`src/rtl/lcd_pkg.sv`:
```
// Shared LCD command-port definitions: arbiter state encoding, default settle
// delay and command field widths.
package lcd_pkg;

  typedef enum logic [1:0] {
    IDLE,
    WAIT_DONE,
    SETTLE
  } lcd_state_t;

  localparam logic [17:0] LCD_DLY_DEFAULT = 18'h3FFFE;

  localparam int unsigned LCD_DATA_W = 8;
  localparam int unsigned LCD_RS_W   = 1;
  localparam int unsigned LCD_CMD_W  = LCD_DATA_W + LCD_RS_W;

  typedef struct packed {
    logic [LCD_RS_W-1:0]   rs;
    logic [LCD_DATA_W-1:0] data;
  } lcd_cmd_t;

endpackage

```
`src/rtl/lcd_rr_pick.sv`:
```
// Combinational round-robin picker: first set request searching upward from
// the slot after i_last, wrapping around. Returns one-hot grant and index.
module lcd_rr_pick #(
  parameter int unsigned N     = 2,
  parameter int unsigned IDX_W = (N > 1) ? $clog2(N) : 1
) (
  input  logic [N-1:0]     i_req,
  input  logic [IDX_W-1:0] i_last,
  output logic [N-1:0]     o_grant,
  output logic [IDX_W-1:0] o_idx,
  output logic             o_valid
);

  logic [IDX_W-1:0] w_k;

  always_comb begin
    o_grant = '0;
    o_idx   = '0;
    o_valid = 1'b0;
    w_k     = '0;
    // Offset 1..N visits every slot once, ending on i_last itself.
    for (int unsigned off = 1; off <= N; off++) begin
      w_k = IDX_W'((32'(i_last) + off) % N);
      if (!o_valid && i_req[w_k]) begin
        o_valid    = 1'b1;
        o_idx      = w_k;
        o_grant[w_k] = 1'b1;
      end
    end
  end

endmodule

```
`src/rtl/lcd_cmd_arbiter.sv`:
```
// Round-robin sharing of the LCD_Controller command port between N_REQ
// requesters with post-command settle delay. Optional macro: LCD_ARB_LOCK_EN.
module lcd_cmd_arbiter
  import lcd_pkg::*;
#(
  parameter int unsigned N_REQ      = 2,
  parameter int unsigned DLY_CYCLES = LCD_DLY_DEFAULT,
  parameter int unsigned DLY_W      = 18
) (
  input  logic                        iCLK,
  input  logic                        iRST,
  input  logic [N_REQ-1:0]            iReq,
  input  logic [LCD_DATA_W*N_REQ-1:0] iData,
  input  logic [N_REQ-1:0]            iRS,
  input  logic [N_REQ-1:0]            iLock,
  output logic [N_REQ-1:0]            oAck,
  output logic                        oBusy,
  output logic [LCD_DATA_W-1:0]       oLCD_Data,
  output logic                        oLCD_RS,
  output logic                        oLCD_Start,
  input  logic                        iLCD_Done
);

  localparam int unsigned      IDX_W    = (N_REQ > 1) ? $clog2(N_REQ) : 1;
  localparam logic [DLY_W-1:0] DLY_LAST = DLY_W'(DLY_CYCLES - 1);
  localparam logic [IDX_W-1:0] LAST_RST = IDX_W'(N_REQ - 1);

  lcd_state_t            r_state;
  logic [N_REQ-1:0]      r_ack;
  logic [N_REQ-1:0]      r_gnt;
  logic [IDX_W-1:0]      r_last;
  logic [DLY_W-1:0]      r_cnt;
  lcd_cmd_t              r_cmd;
  logic                  r_start;

  logic [N_REQ-1:0]      w_pick_oh;
  logic [IDX_W-1:0]      w_pick_idx;
  logic                  w_pick_valid;
  logic                  w_lock_hit;
  logic [N_REQ-1:0]      w_win_oh;
  logic [IDX_W-1:0]      w_win_idx;
  logic                  w_any;
  logic [LCD_DATA_W-1:0] w_data [N_REQ];

  lcd_rr_pick #(
    .N     (N_REQ),
    .IDX_W (IDX_W)
  ) u_pick (
    .i_req   (iReq),
    .i_last  (r_last),
    .o_grant (w_pick_oh),
    .o_idx   (w_pick_idx),
    .o_valid (w_pick_valid)
  );

`ifdef LCD_ARB_LOCK_EN
  assign w_lock_hit = iLock[r_last] & iReq[r_last];
`else
  logic w_unused_lock;
  assign w_lock_hit    = 1'b0;
  assign w_unused_lock = ^iLock;
`endif

  always_comb begin
    for (int unsigned i = 0; i < N_REQ; i++) begin
      w_data[i] = iData[LCD_DATA_W*i +: LCD_DATA_W];
    end
  end

  // A held lock overrides round-robin and re-grants the previous winner.
  always_comb begin
    w_win_oh  = w_pick_oh;
    w_win_idx = w_pick_idx;
    w_any     = w_pick_valid;
    if (w_lock_hit) begin
      w_win_oh         = '0;
      w_win_oh[r_last] = 1'b1;
      w_win_idx        = r_last;
      w_any            = 1'b1;
    end
  end

  always_ff @(posedge iCLK) begin
    if (iRST) begin
      r_state <= IDLE;
      r_ack   <= '0;
      r_gnt   <= '0;
      r_last  <= LAST_RST;
      r_cnt   <= '0;
      r_cmd   <= '0;
      r_start <= 1'b0;
    end else begin
      r_ack <= '0;
      case (r_state)
        IDLE: begin
          if (w_any) begin
            r_cmd.data <= w_data[w_win_idx];
            r_cmd.rs   <= iRS[w_win_idx];
            r_start    <= 1'b1;
            r_gnt      <= w_win_oh;
            r_last     <= w_win_idx;
            r_state    <= WAIT_DONE;
          end
        end
        WAIT_DONE: begin
          if (iLCD_Done) begin
            r_start <= 1'b0;
            r_ack   <= r_gnt;
            r_cnt   <= '0;
            r_state <= SETTLE;
          end
        end
        SETTLE: begin
          if (r_cnt == DLY_LAST) begin
            r_state <= IDLE;
          end else begin
            r_cnt <= r_cnt + 1'b1;
          end
        end
        default: r_state <= IDLE;
      endcase
    end
  end

  assign oAck       = r_ack;
  assign oBusy      = (r_state != IDLE);
  assign oLCD_Data  = r_cmd.data;
  assign oLCD_RS    = r_cmd.rs;
  assign oLCD_Start = r_start;

endmodule

```
`config.mk`:
```
export PLATFORM = sky130hd
export DESIGN_NAME = lcd_cmd_arbiter
export DESIGN_NICKNAME = d
export VERILOG_FILES = /design/src/rtl/lcd_pkg.sv /design/src/rtl/lcd_rr_pick.sv /design/src/rtl/lcd_cmd_arbiter.sv
export SDC_FILE = /design/constraint.sdc
export NUM_CORES = 1
export LEC_CHECK = 0
export ABC_AREA = 1
export ABC_CLOCK_PERIOD_IN_PS = 2350
export CORE_MARGIN = 2
export CORE_UTILIZATION = 62
export CTS_BUF_LIST = sky130_fd_sc_hd__clkbuf_16
export CTS_CLUSTER_DIAMETER = 40
export DETAILED_ROUTE_END_ITERATION = 10
export DONT_BUFFER_PORTS = 1
export GPL_TIMING_DRIVEN = 0
export HOLD_SLACK_MARGIN = 0.03
export PLACE_DENSITY = 0.77
export SLEW_MARGIN = 20
export SYNTH_ARGS = -nofsm -noshare
export SYNTH_HDL_FRONTEND = slang
export SYNTH_SLANG_ARGS = --single-unit
```
`constraint.sdc`:
```
create_clock -name iCLK -period 2.35 [get_ports iCLK]
set_clock_uncertainty 0.2 [all_clocks]
set_input_delay 0.235 -clock iCLK [delete_from_list [all_inputs] [get_ports iCLK]]
set_output_delay 0.235 -clock iCLK [all_outputs]
set_load 0.03 [all_outputs]
```
==> impl_metrics.toml, run 1 <==
[run_status]
outcome = "finished clean"

[synthesis]
netlist_instances = 329
yosysTopAreaCellShare_pct = 34.9
synth_area_um2 = 2010
ys_seq_area_share_pct = 34.9
synth-seq-cells = 35
postSynthAreaPerCell_um2 = 6.10
syn-num-nets = 356
synth.distinct_cells = 24
yosysTopAreaCell = "dfxtp_1"
ys_warn_count = 0
ys_top_cells_by_area = "dfxtp_1 (35%), nand2_1 (17%), nand3_1 (11%), nor2_1 (11%), inv_1 (6.0%)"

[power]
combPwrFrac_pct = 17.9
clockPowerShare_pct = 39.4
power_density_nw_per_um2 = 826
ir_worst_vdd_mv = 0.493
seq_power_share_pct = 42.7
p_sw_share_pct = 32.0
intPower_w = 0.00127
p_leak_nw = 0.953
power_w = 0.00187
p_switching_w = 0.000599

[job]
maxCapViolCount = 0

[setup_path]
crit_path_max_fanout = 10
worstRegToRegCells = 12
startpoint_type = "register"
cp-end-kind = "register"
crit_arrival_ns = 1.92
cp_data_required_time_ns = 2.36
reg2reg_from = "r_cnt[1]$_SDFFE_PP0P_"
r2r-end = "r_cnt[1]$_SDFFE_PP0P_"
path_class = "register to register"
regToRegSetupSlack_ns = 0.43

[floorplanning]
die_area_um2 = 3710
die_height_um = 60.9
io-pin-count = 38
initial_core_util_pct = 65.2
die_w_um = 60.9
fp.coreArea_um2 = 3080
rows = 20

[place]
hpwl_mm = 3.33
place.gp.congestion = 0.870
port_buffers = 0
dp_slack_ns = 0.488

[global_routing]
use_met2_pct = 50.8
grt_pass1_vias = 1844
antenna_found_initial = 0
grt_pass1_wl_mm = 7.71
grt_max_degree = 12
grt-ovfl-total = 0
grt_usage_pct = 27.8
grt.busiest_layer = "met2"
use_met3_pct = 5.33
use_met1_pct = 31.2

[clock_tree]
clk_pin_slew_ns = 0.05
htree_levels = 2
clock_latency_ns = 0.28
ctsLongestPathBuffers = 2
post_cts_buffers = 0
clock-sinks = 35
cts-root-buf = "clkbuf_16"
numCtsBuffers = 5
cts_resized = 0
tritoncts = "yes"

[timing]
hold_viol_final = 0
fin_crit_sh_pct = 81.6
hold_slack_ns = 0.0292
setup_tns_ns = 0
fmax_ghz = 0.522
relSlewSlack_pct = 67.7
slew_violations = 0
setup_viol = 0
rsz0062_at_grt = "no"
period_needed_ns = 1.92
tightest_slew_ns = 0.485
setup_slack_ns = 0.433

[routing]
antenna_left = 0
vias = 2056
drcViolationCount = 0
routed_via_density = 5.34
firstDrtPassIters = 4
wl_per_cell_um = 12.2
drt_iter0_drc = 122
drt_wl_total_mm = 4.72

[min_path]
min_from = "iData[2]"
min_path_type = "input pin to register"
min_to = "oLCD_Data[2]$_SDFFE_PP0P_"
holdPathStages = 4

[final_layout]
postLayoutCoreUtil_pct = 73.7
syn_to_final_growth_pct = 12.9
antenna_cells = 0
num-fill-cells = 274
nets = 367
drive_gt1_share_pct = 5.28
==> through the flow <==
stage / instances / cell area, µm²
floorplan: 329 / 2010
global placement: 373 / 2060
detailed placement: 373 / 2060
CTS: 385 / 2270
global route: 385 / 2270
finish: 385 / 2270
==> cell usage in the layout (no fill, tap or decap), types with 4 or more instances in the layout <==
cell,n
a21oi_1,19
buf_2,4
clkbuf_1,6
clkbuf_16,5
dfxtp_1,35
dlygate4sd3_1,4
inv_1,32
nand2_1,93
nand3_1,46
nand4_1,5
nor2_1,57
o21ai_0,12
==> synthesized netlist by cell type, drive strengths merged <==
cell,count
nand4,5
nor3,2
and2,1
clkinv,1
nor3b,2
nand2,95
or2,1
buf,7
xnor2,3
clkbuf,6
a21oi,19
nand3,46
inv,32
nor2,58
xor2,1
o21ai,13
ha,2
dfxtp,35
==> cells by family (layout without fill, tap and decap cells) <==
family                     count (synthesis)  after routing  share of synthesized area [%]
adders and majority gates                  2              2                           1.25
DFF                                       35             35                           34.9
AOI/OAI and AO/OA                         32             32                           7.97
buffers and inverters                     46             58                           10.2
xor gates and xnor gates                   4              4                           1.74
and+or+nand+nor                          210            210                           43.9
==> worst max-delay path by stage <==
stage               cells after the start                      to                  start
finish                                 12   r_cnt[1]$_SDFFE_PP0P_  r_cnt[1]$_SDFFE_PP0P_
global route                           12   r_cnt[4]$_SDFFE_PP0P_  r_cnt[1]$_SDFFE_PP0P_
CTS                                    11  r_cnt[11]$_SDFFE_PP0P_  r_cnt[0]$_SDFFE_PP0P_
detailed placement                     11  r_cnt[11]$_SDFFE_PP0P_  r_cnt[0]$_SDFFE_PP0P_
global placement                       11  r_cnt[11]$_SDFFE_PP0P_  r_cnt[0]$_SDFFE_PP0P_
floorplan                              11  r_cnt[11]$_SDFFE_PP0P_  r_cnt[0]$_SDFFE_PP0P_
==> area by class of cell <==
type | instances | area (µm²) | area share, %
Inverter | 33 | 124 | 5.46
Timing Repair Buffer | 4 | 40.0 | 1.77
Sequential cell | 35 | 701 | 30.9
Tap cell | 44 | 55.1 | 2.43
Buffer | 13 | 81.3 | 3.59
Multi-Input combinational cell | 248 | 1100 | 48.6
Clock inverter | 3 | 38.8 | 1.71
Clock buffer | 5 | 125 | 5.52
==> critical path, stage by stage, from the launching register on <==
cell	delay [ns]
dfxtp_1	0.41
inv_1	0.08
ha_1	0.18
inv_1	0.06
nor2_1	0.04
nand2_1	0.05
nor2_1	0.04
nand2_1	0.06
nand2_2	0.07
nand2_2	0.19
buf_2	0.27
nand2_1	0.08
a21oi_1	0.12
==> power groups by stage <==
stage               Combinational (W)  Clock, W  Sequential, W
floorplan                    0.000264         0       0.000796
global placement             0.000319         0       0.000811
detailed placement           0.000325         0       0.000812
CTS                          0.000334  0.000738       0.000799
global route                 0.000385  0.000761       0.000809
finish                       0.000335  0.000737       0.000799
==> layer usage <==
metal,part of all wire (%),up-vias,routed length [µm]
met2,49,66,2320
met1,42,913,1960
li1,-,1067,-
met3,7.1,10,337
met4,2.0,0,95
met5,0,-,0
==> state kept, by name (all words and copies together), names as in the netlist <==
register    flops
oAck            2
oLCD_Start      1
oLCD_RS         1
r_gnt           2
r_last          1
r_cnt          18
oLCD_Data       8
r_state         2
==> what timing repair did <==
item	4_1_cts	5_1_grt
hold endpoints to repair	4	0
hold buffers	4	0
endpoints found under the setup margin	0	0
Power figures use the tool's default switching activity.
==> run 2, diff against run 1 <==
ABC_AREA = 0   (was 1)
ABC_CLOCK_PERIOD_IN_PS = 2000   (was 2350)
clock period = 2 ns   (was 2.35 ns; I/O delays follow)
==> impl_metrics.toml, run 2 <==
[routing]
route.met3.wl_um = 544
antenna_left = 0
wl_per_cell_um = 21.1
wl_met1_mm = 2.07
drcViolationCount = 0
firstDrtPassIters = 5
vias = 1904
routed_via_density = 7.00
routed-wl-met2_mm = 2.90
dr.max_layer_used = "met4"
drt_iter0_drc = 168
drt_wl_total_mm = 5.75

[synthesis]
post-synth-top-count-cell = "dfxtp_1"
postSynthAreaPerCell_um2 = 8.86
ys_top_cells_by_area = "dfxtp_1 (39%), nor2_1 (5.2%), mux2i_1 (5.0%), a211oi_1 (5.0%), a21oi_1 (4.2%)"
yosysTopAreaCellShare_pct = 39.1
netlist_instances = 202
synth.distinct_cells = 51
yosysTopAreaCell = "dfxtp_1"
synth-seq-cells = 35
syn-num-nets = 229
synth-main-ff-cell = "dfxtp_1"
ys_seq_area_share_pct = 39.1
synthArstFlopShare_pct = 0
synth_area_um2 = 1790
synth_enable_flop_cells = 0
ys_warn_count = 0
synth_commonest_cells = "dfxtp_1 (35), nor2_1 (25), a21oi_1 (15), a211oi_1 (12), nand2_1 (11)"

[final_layout]
final_area_um2 = 2350
antenna_cells = 0
final_common_cell = "dfxtp_1"
nets = 267
mostFrequentLayoutCells = "dfxtp_1 (25), nor2_1 (24), dlygate4sd3_1 (23)"
regMostFlops = "r_cnt"
final_cells = 272
num-fill-cells = 116
syn_to_final_growth_pct = 31.1
largest_reg_flops = 18
drive_gt1_share_pct = 21.6

[floorplanning]
initial_core_util_pct = 64.9
fp.coreArea_um2 = 2760
rows = 19
die_height_um = 57.7
io-pin-count = 38
die_w_um = 57.7
die_area_um2 = 3330

[timing]
setup_viol = 15
rsz0062_at_grt = "yes"
setup_tns_ns = -1.30
fin_crit_sh_pct = 109
period_needed_ns = 2.17
tightest_slew_ns = 0.531
slew_violations = 0
relSlewSlack_pct = 64.6
setup_slack_ns = -0.173
hold_viol_final = 0
fmax_ghz = 0.460

[global_routing]
grt_usage_pct = 32.3
grt_pass1_vias = 1820
grt_pass1_wl_mm = 8.38
grt_max_degree = 12
grt-ovfl-total = 0
antenna_found_initial = 0

[setup_path]
startpoint_type = "register"
worstRegToRegCells = 6
crit_path_max_fanout = 6
cp_data_required_time_ns = 2.00
path_class = "register to register"
crit_arrival_ns = 2.17
cp-end-kind = "register"

[clock_tree]
clock_latency_ns = 0.28
tritoncts = "yes"
htree_levels = 2
numCtsBuffers = 5
cts-root-buf = "clkbuf_16"
clk_pin_slew_ns = 0.06
clock-sinks = 35
ctsLongestPathBuffers = 2

[run_status]
violations = "setup timing"
outcome = "finished, violations left"

[power]
combPwrFrac_pct = 13.3
p_leak_nw = 0.866
seq_power_share_pct = 41.9
clockPowerShare_pct = 44.8
ir_worst_vdd_mv = 0.959
p_switching_w = 0.000524
p_sw_share_pct = 26.9
power_density_nw_per_um2 = 832
intPower_w = 0.00143

[place]
dpl_cell_area_um2 = 1830
place.gp.congestion = 0.862
hpwl_mm = 2.92
placedCellCount = 233
port_buffers = 0

[min_path]
holdPathStages = 2
min_path_type = "input pin to register"

[job]
maxCapViolCount = 0
## run 2: cell count changes in the layout (fill, tap and decap cells not counted), moves of 12 or more
cell | before | now
nand2_1 | 93 | 11
nand3_1 | 46 | 7
nor2_1 | 57 | 24
inv_1 | 32 | 1
dlygate4sd3_1 | 4 | 23
a211oi_1 | 0 | 12
## run 2: metal layers
layer	up-vias	GRT usage, %
met5	-	0
met4	0	15.0
met3	29	8.93
met2	147	55.2
met1	887	37.3
li1	841	-
## run 2: timing repair
item	in CTS	in global routing
hold buffers	23	0
gates resized for setup	5	24
pin swaps	1	2
hold endpoints to repair	18	0
gates cloned	0	0
setup buffers	2	6
endpoints found under the setup margin	23	17
## run 2: final timing paths
| kind | slack, ns | endpoint | from |
|---|---|---|---|
| setup / recovery | -0.17 | r_cnt[4]$_SDFFE_PP0P_ | r_cnt[0]$_SDFFE_PP0P_ |
| hold reg to reg | 0.28 | oAck[1]$_SDFF_PP0_ | r_gnt[1]$_SDFFE_PP0P_ |
| setup reg to reg | -0.17 | r_cnt[4]$_SDFFE_PP0P_ | r_cnt[0]$_SDFFE_PP0P_ |
| hold / removal | 0.04 | oLCD_Start$_SDFFE_PP0P_ | iReq[1] |
## run 2: cells by family after synthesis
| family | after synthesis | synth area share, % |
|---|---|---|
| AOI/OAI and AO/OA | 59 | 23.1 |
| xor gates and xnor gates | 3 | 1.47 |
| adders and majority gates | 2 | 1.40 |
| buffers and inverters | 13 | 5.10 |
| DFF | 35 | 39.1 |
| muxes | 9 | 5.03 |
| and+or+nand+nor | 81 | 24.7 |
## run 2: critical path: stages, from the launching register on
cell	delay, ns
dfxtp_4	0.39
ha_4	0.16
nand4_1	0.17
or3_4	0.43
or3_1	0.40
buf_6	0.15
a21oi_1	0.17
## run 2: power groups by stage
stage | Clock, W | Combinational [W] | Sequential (W)
2_1_floorplan | 0 | 0.000144 | 0.000822
3_3_place_gp | 0 | 0.000171 | 0.000828
3_5_place_dp | 0 | 0.000177 | 0.000830
4_1_cts | 0.000867 | 0.000226 | 0.000816
5_1_grt | 0.000913 | 0.000279 | 0.000821
6_report | 0.000874 | 0.000260 | 0.000818
## run 2: layout make-up
cell class                 instances  area, µm²  share of cell area (%)
multi-input combinational        154       1040                    44.2
sequential                        35        721                    30.7
timing repair buffer              31        294                    12.5
clock buffer                       5        125                    5.33
buffer                            10       81.3                    3.46
clock inverter                     3       38.8                    1.65
tap                               31       38.8                    1.65
inverter                           3       11.3                   0.480
## run 2: metrics by stage
| step | utilization [%] | setup slack (ns) | power, W | hold slack (ns) |
|---|---|---|---|---|
| 5_1_grt | 85.1 | -0.173 | 0.00201 | 0.0959 |
| 3_5_place_dp | 66.3 | -0.149 | 0.00101 | 0.197 |
| 4_1_cts | 81.6 | 0.000585 | 0.00191 | 0.0367 |
| 6_report | 85.1 | -0.173 | 0.00195 | 0.0410 |
| 2_1_floorplan | - | 0.0628 | 0.000966 | 0.185 |
| 3_3_place_gp | 66.3 | -0.0997 | 0.000998 | 0.193 |
==> run 3, diff against run 2 <==
CELL_PAD_IN_SITES_DETAIL_PLACEMENT = 0   (was default)
CELL_PAD_IN_SITES_GLOBAL_PLACEMENT = 1   (was default)
CORE_UTILIZATION = 46   (was 62)
PLACE_DENSITY = 0.76   (was 0.77)
SKIP_CTS_REPAIR_TIMING = 1   (was default)
==> impl_metrics.toml, run 3 (synthesized netlist as in run 2, its figures left out) <==
[floorplanning]
initial_core_util_pct = 48.5
io-pin-count = 38
die_height_um = 66.4
die_w_um = 66.4
fp.coreArea_um2 = 3690
rows = 22
die_area_um2 = 4410

[run_status]
outcome = "finished, violations left"
violations = "hold timing, setup timing"

[final_layout]
antenna_cells = 0
num-fill-cells = 324
syn_to_final_growth_pct = 29.5
mostFrequentLayoutCells = "dfxtp_1 (29), nor2_1 (24), dlygate4sd3_1 (20)"
largest_reg_flops = 18
regMostFlops = "r_cnt"
drive_gt1_share_pct = 20.9
final_area_um2 = 2320
final_common_cell = "dfxtp_1"
nets = 260

[clock_tree]
ctsLongestPathBuffers = 2
clock-sinks = 35
clk_pin_slew_ns = 0.06
numCtsBuffers = 5
clock_latency_ns = 0.28
htree_levels = 2
cts-root-buf = "clkbuf_16"
tritoncts = "yes"

[setup_path]
critPathMaxStageDelay_ns = 0.45
path_delay_family = "simple AND/OR/NAND/NOR gates"
crit_path_max_fanout = 6
cp_num_buf_inv = 1
crit_arrival_ns = 2.01
cp-end-kind = "register"
crit_chain = "nand4_1 -> or3_4 -> o31ai_4 -> buf_6 -> o21ai_0 -> a21oi_1"
startpoint_type = "register"
cp_data_required_time_ns = 2.01
path_class = "register to register"
regToRegSetupSlack_ns = -0.0008
slowest_stage = "or3_4"

[global_routing]
grt_max_degree = 12
grt_pass1_vias = 1505
grt_usage_pct = 21.3
grt-ovfl-total = 0
grt_pass1_wl_mm = 7.15
antenna_found_initial = 0

[timing]
period_needed_ns = 2.00
relSlewSlack_pct = 65.5
fmax_ghz = 0.500
rsz0062_at_grt = "yes"
fin_crit_sh_pct = 100
setup_viol = 1
tightest_slew_ns = 0.518
slew_violations = 0
hold_slack_ns = -0.0134
hold_viol_final = 1
setup_slack_ns = -0.000811

[power]
p_leak_nw = 0.832
ir_worst_vdd_mv = 0.606
power_density_nw_per_um2 = 833
power_w = 0.00193

[routing]
wl_per_cell_um = 16.9
antenna_left = 0
vias = 1688
drcViolationCount = 0
firstDrtPassIters = 4
drt_wl_total_mm = 4.76
routed_via_density = 5.99
drt_iter0_drc = 149

[min_path]
min_path_type = "input pin to register"

[place]
dpl_cell_area_um2 = 1850
place.gp.congestion = 0.861
port_buffers = 0
hpwl_mm = 3.02

[job]
maxCapViolCount = 0
## run 3: cell types whose count changed in the layout (fill, tap and decap cells not counted), sizes merged
| cell | before | now |
|---|---|---|
| dlygate4sd3 | 23 | 20 |
| buf | 12 | 8 |
## run 3: routing by layer
metal  track usage, %  vias up  routed length [µm]
met5                0        -                   0
met4             7.65        0                  51
met3             6.13        6                 247
met2             35.6       49                2300
met1             25.8      810                2160
li1                 -      823                   -
## run 3: cell type report
cell class	instances	area [µm²]	share of cell area, %
plain buffers	9	70.1	3.02
well taps	48	60.1	2.59
repair buffers	25	249	10.7
clock inverters	3	38.8	1.67
multi-input cells	154	1050	45.2
inverters	3	13.8	0.594
clock buffers	5	125	5.40
flip-flops and latches	35	713	30.8
## run 3: per-stage QoR
stage	instances	setup slack (ns)	utilization (%)	setup TNS, ns	hold slack (ns)
detailed placement	250	-0.192	50.2	-1.80	0.204
global route	282	-0.0765	62.9	-0.599	0.0334
finish	282	-0.000811	62.9	-0.000811	-0.0134
CTS	258	-0.203	54.6	-1.99	-0.0834
floorplan	202	0.0628	-	0	0.185
global placement	250	-0.149	50.2	-1.23	0.193
## run 3: path summary, 6_finish.rpt
check / cells after the start / end / from
worst max register to register: 6 / r_cnt[5]$_SDFFE_PP0P_ / r_cnt[10]$_SDFFE_PP0P_
worst min-delay path: 2 / r_last$_SDFFE_PP1P_ / iReq[0]
worst min register to register: 1 / r_cnt[0]$_SDFFE_PP0P_ / r_cnt[0]$_SDFFE_PP0P_
worst max-delay path: 6 / r_cnt[5]$_SDFFE_PP0P_ / r_cnt[10]$_SDFFE_PP0P_
## run 3: worst reg2reg max path: stages, from the launching register on
cell and delay (ns):
dfxtp_1 0.44, nand4_1 0.18, or3_4 0.45, o31ai_4 0.30, buf_6 0.16, o21ai_0 0.09
a21oi_1 0.12
## run 3: report_power, final
part           total [W]  internal (W)  switching [W]
clock network   0.000875      0.000581       0.000294
registers       0.000812      0.000734      0.0000783
logic           0.000245      0.000110       0.000134
total            0.00193       0.00143       0.000507
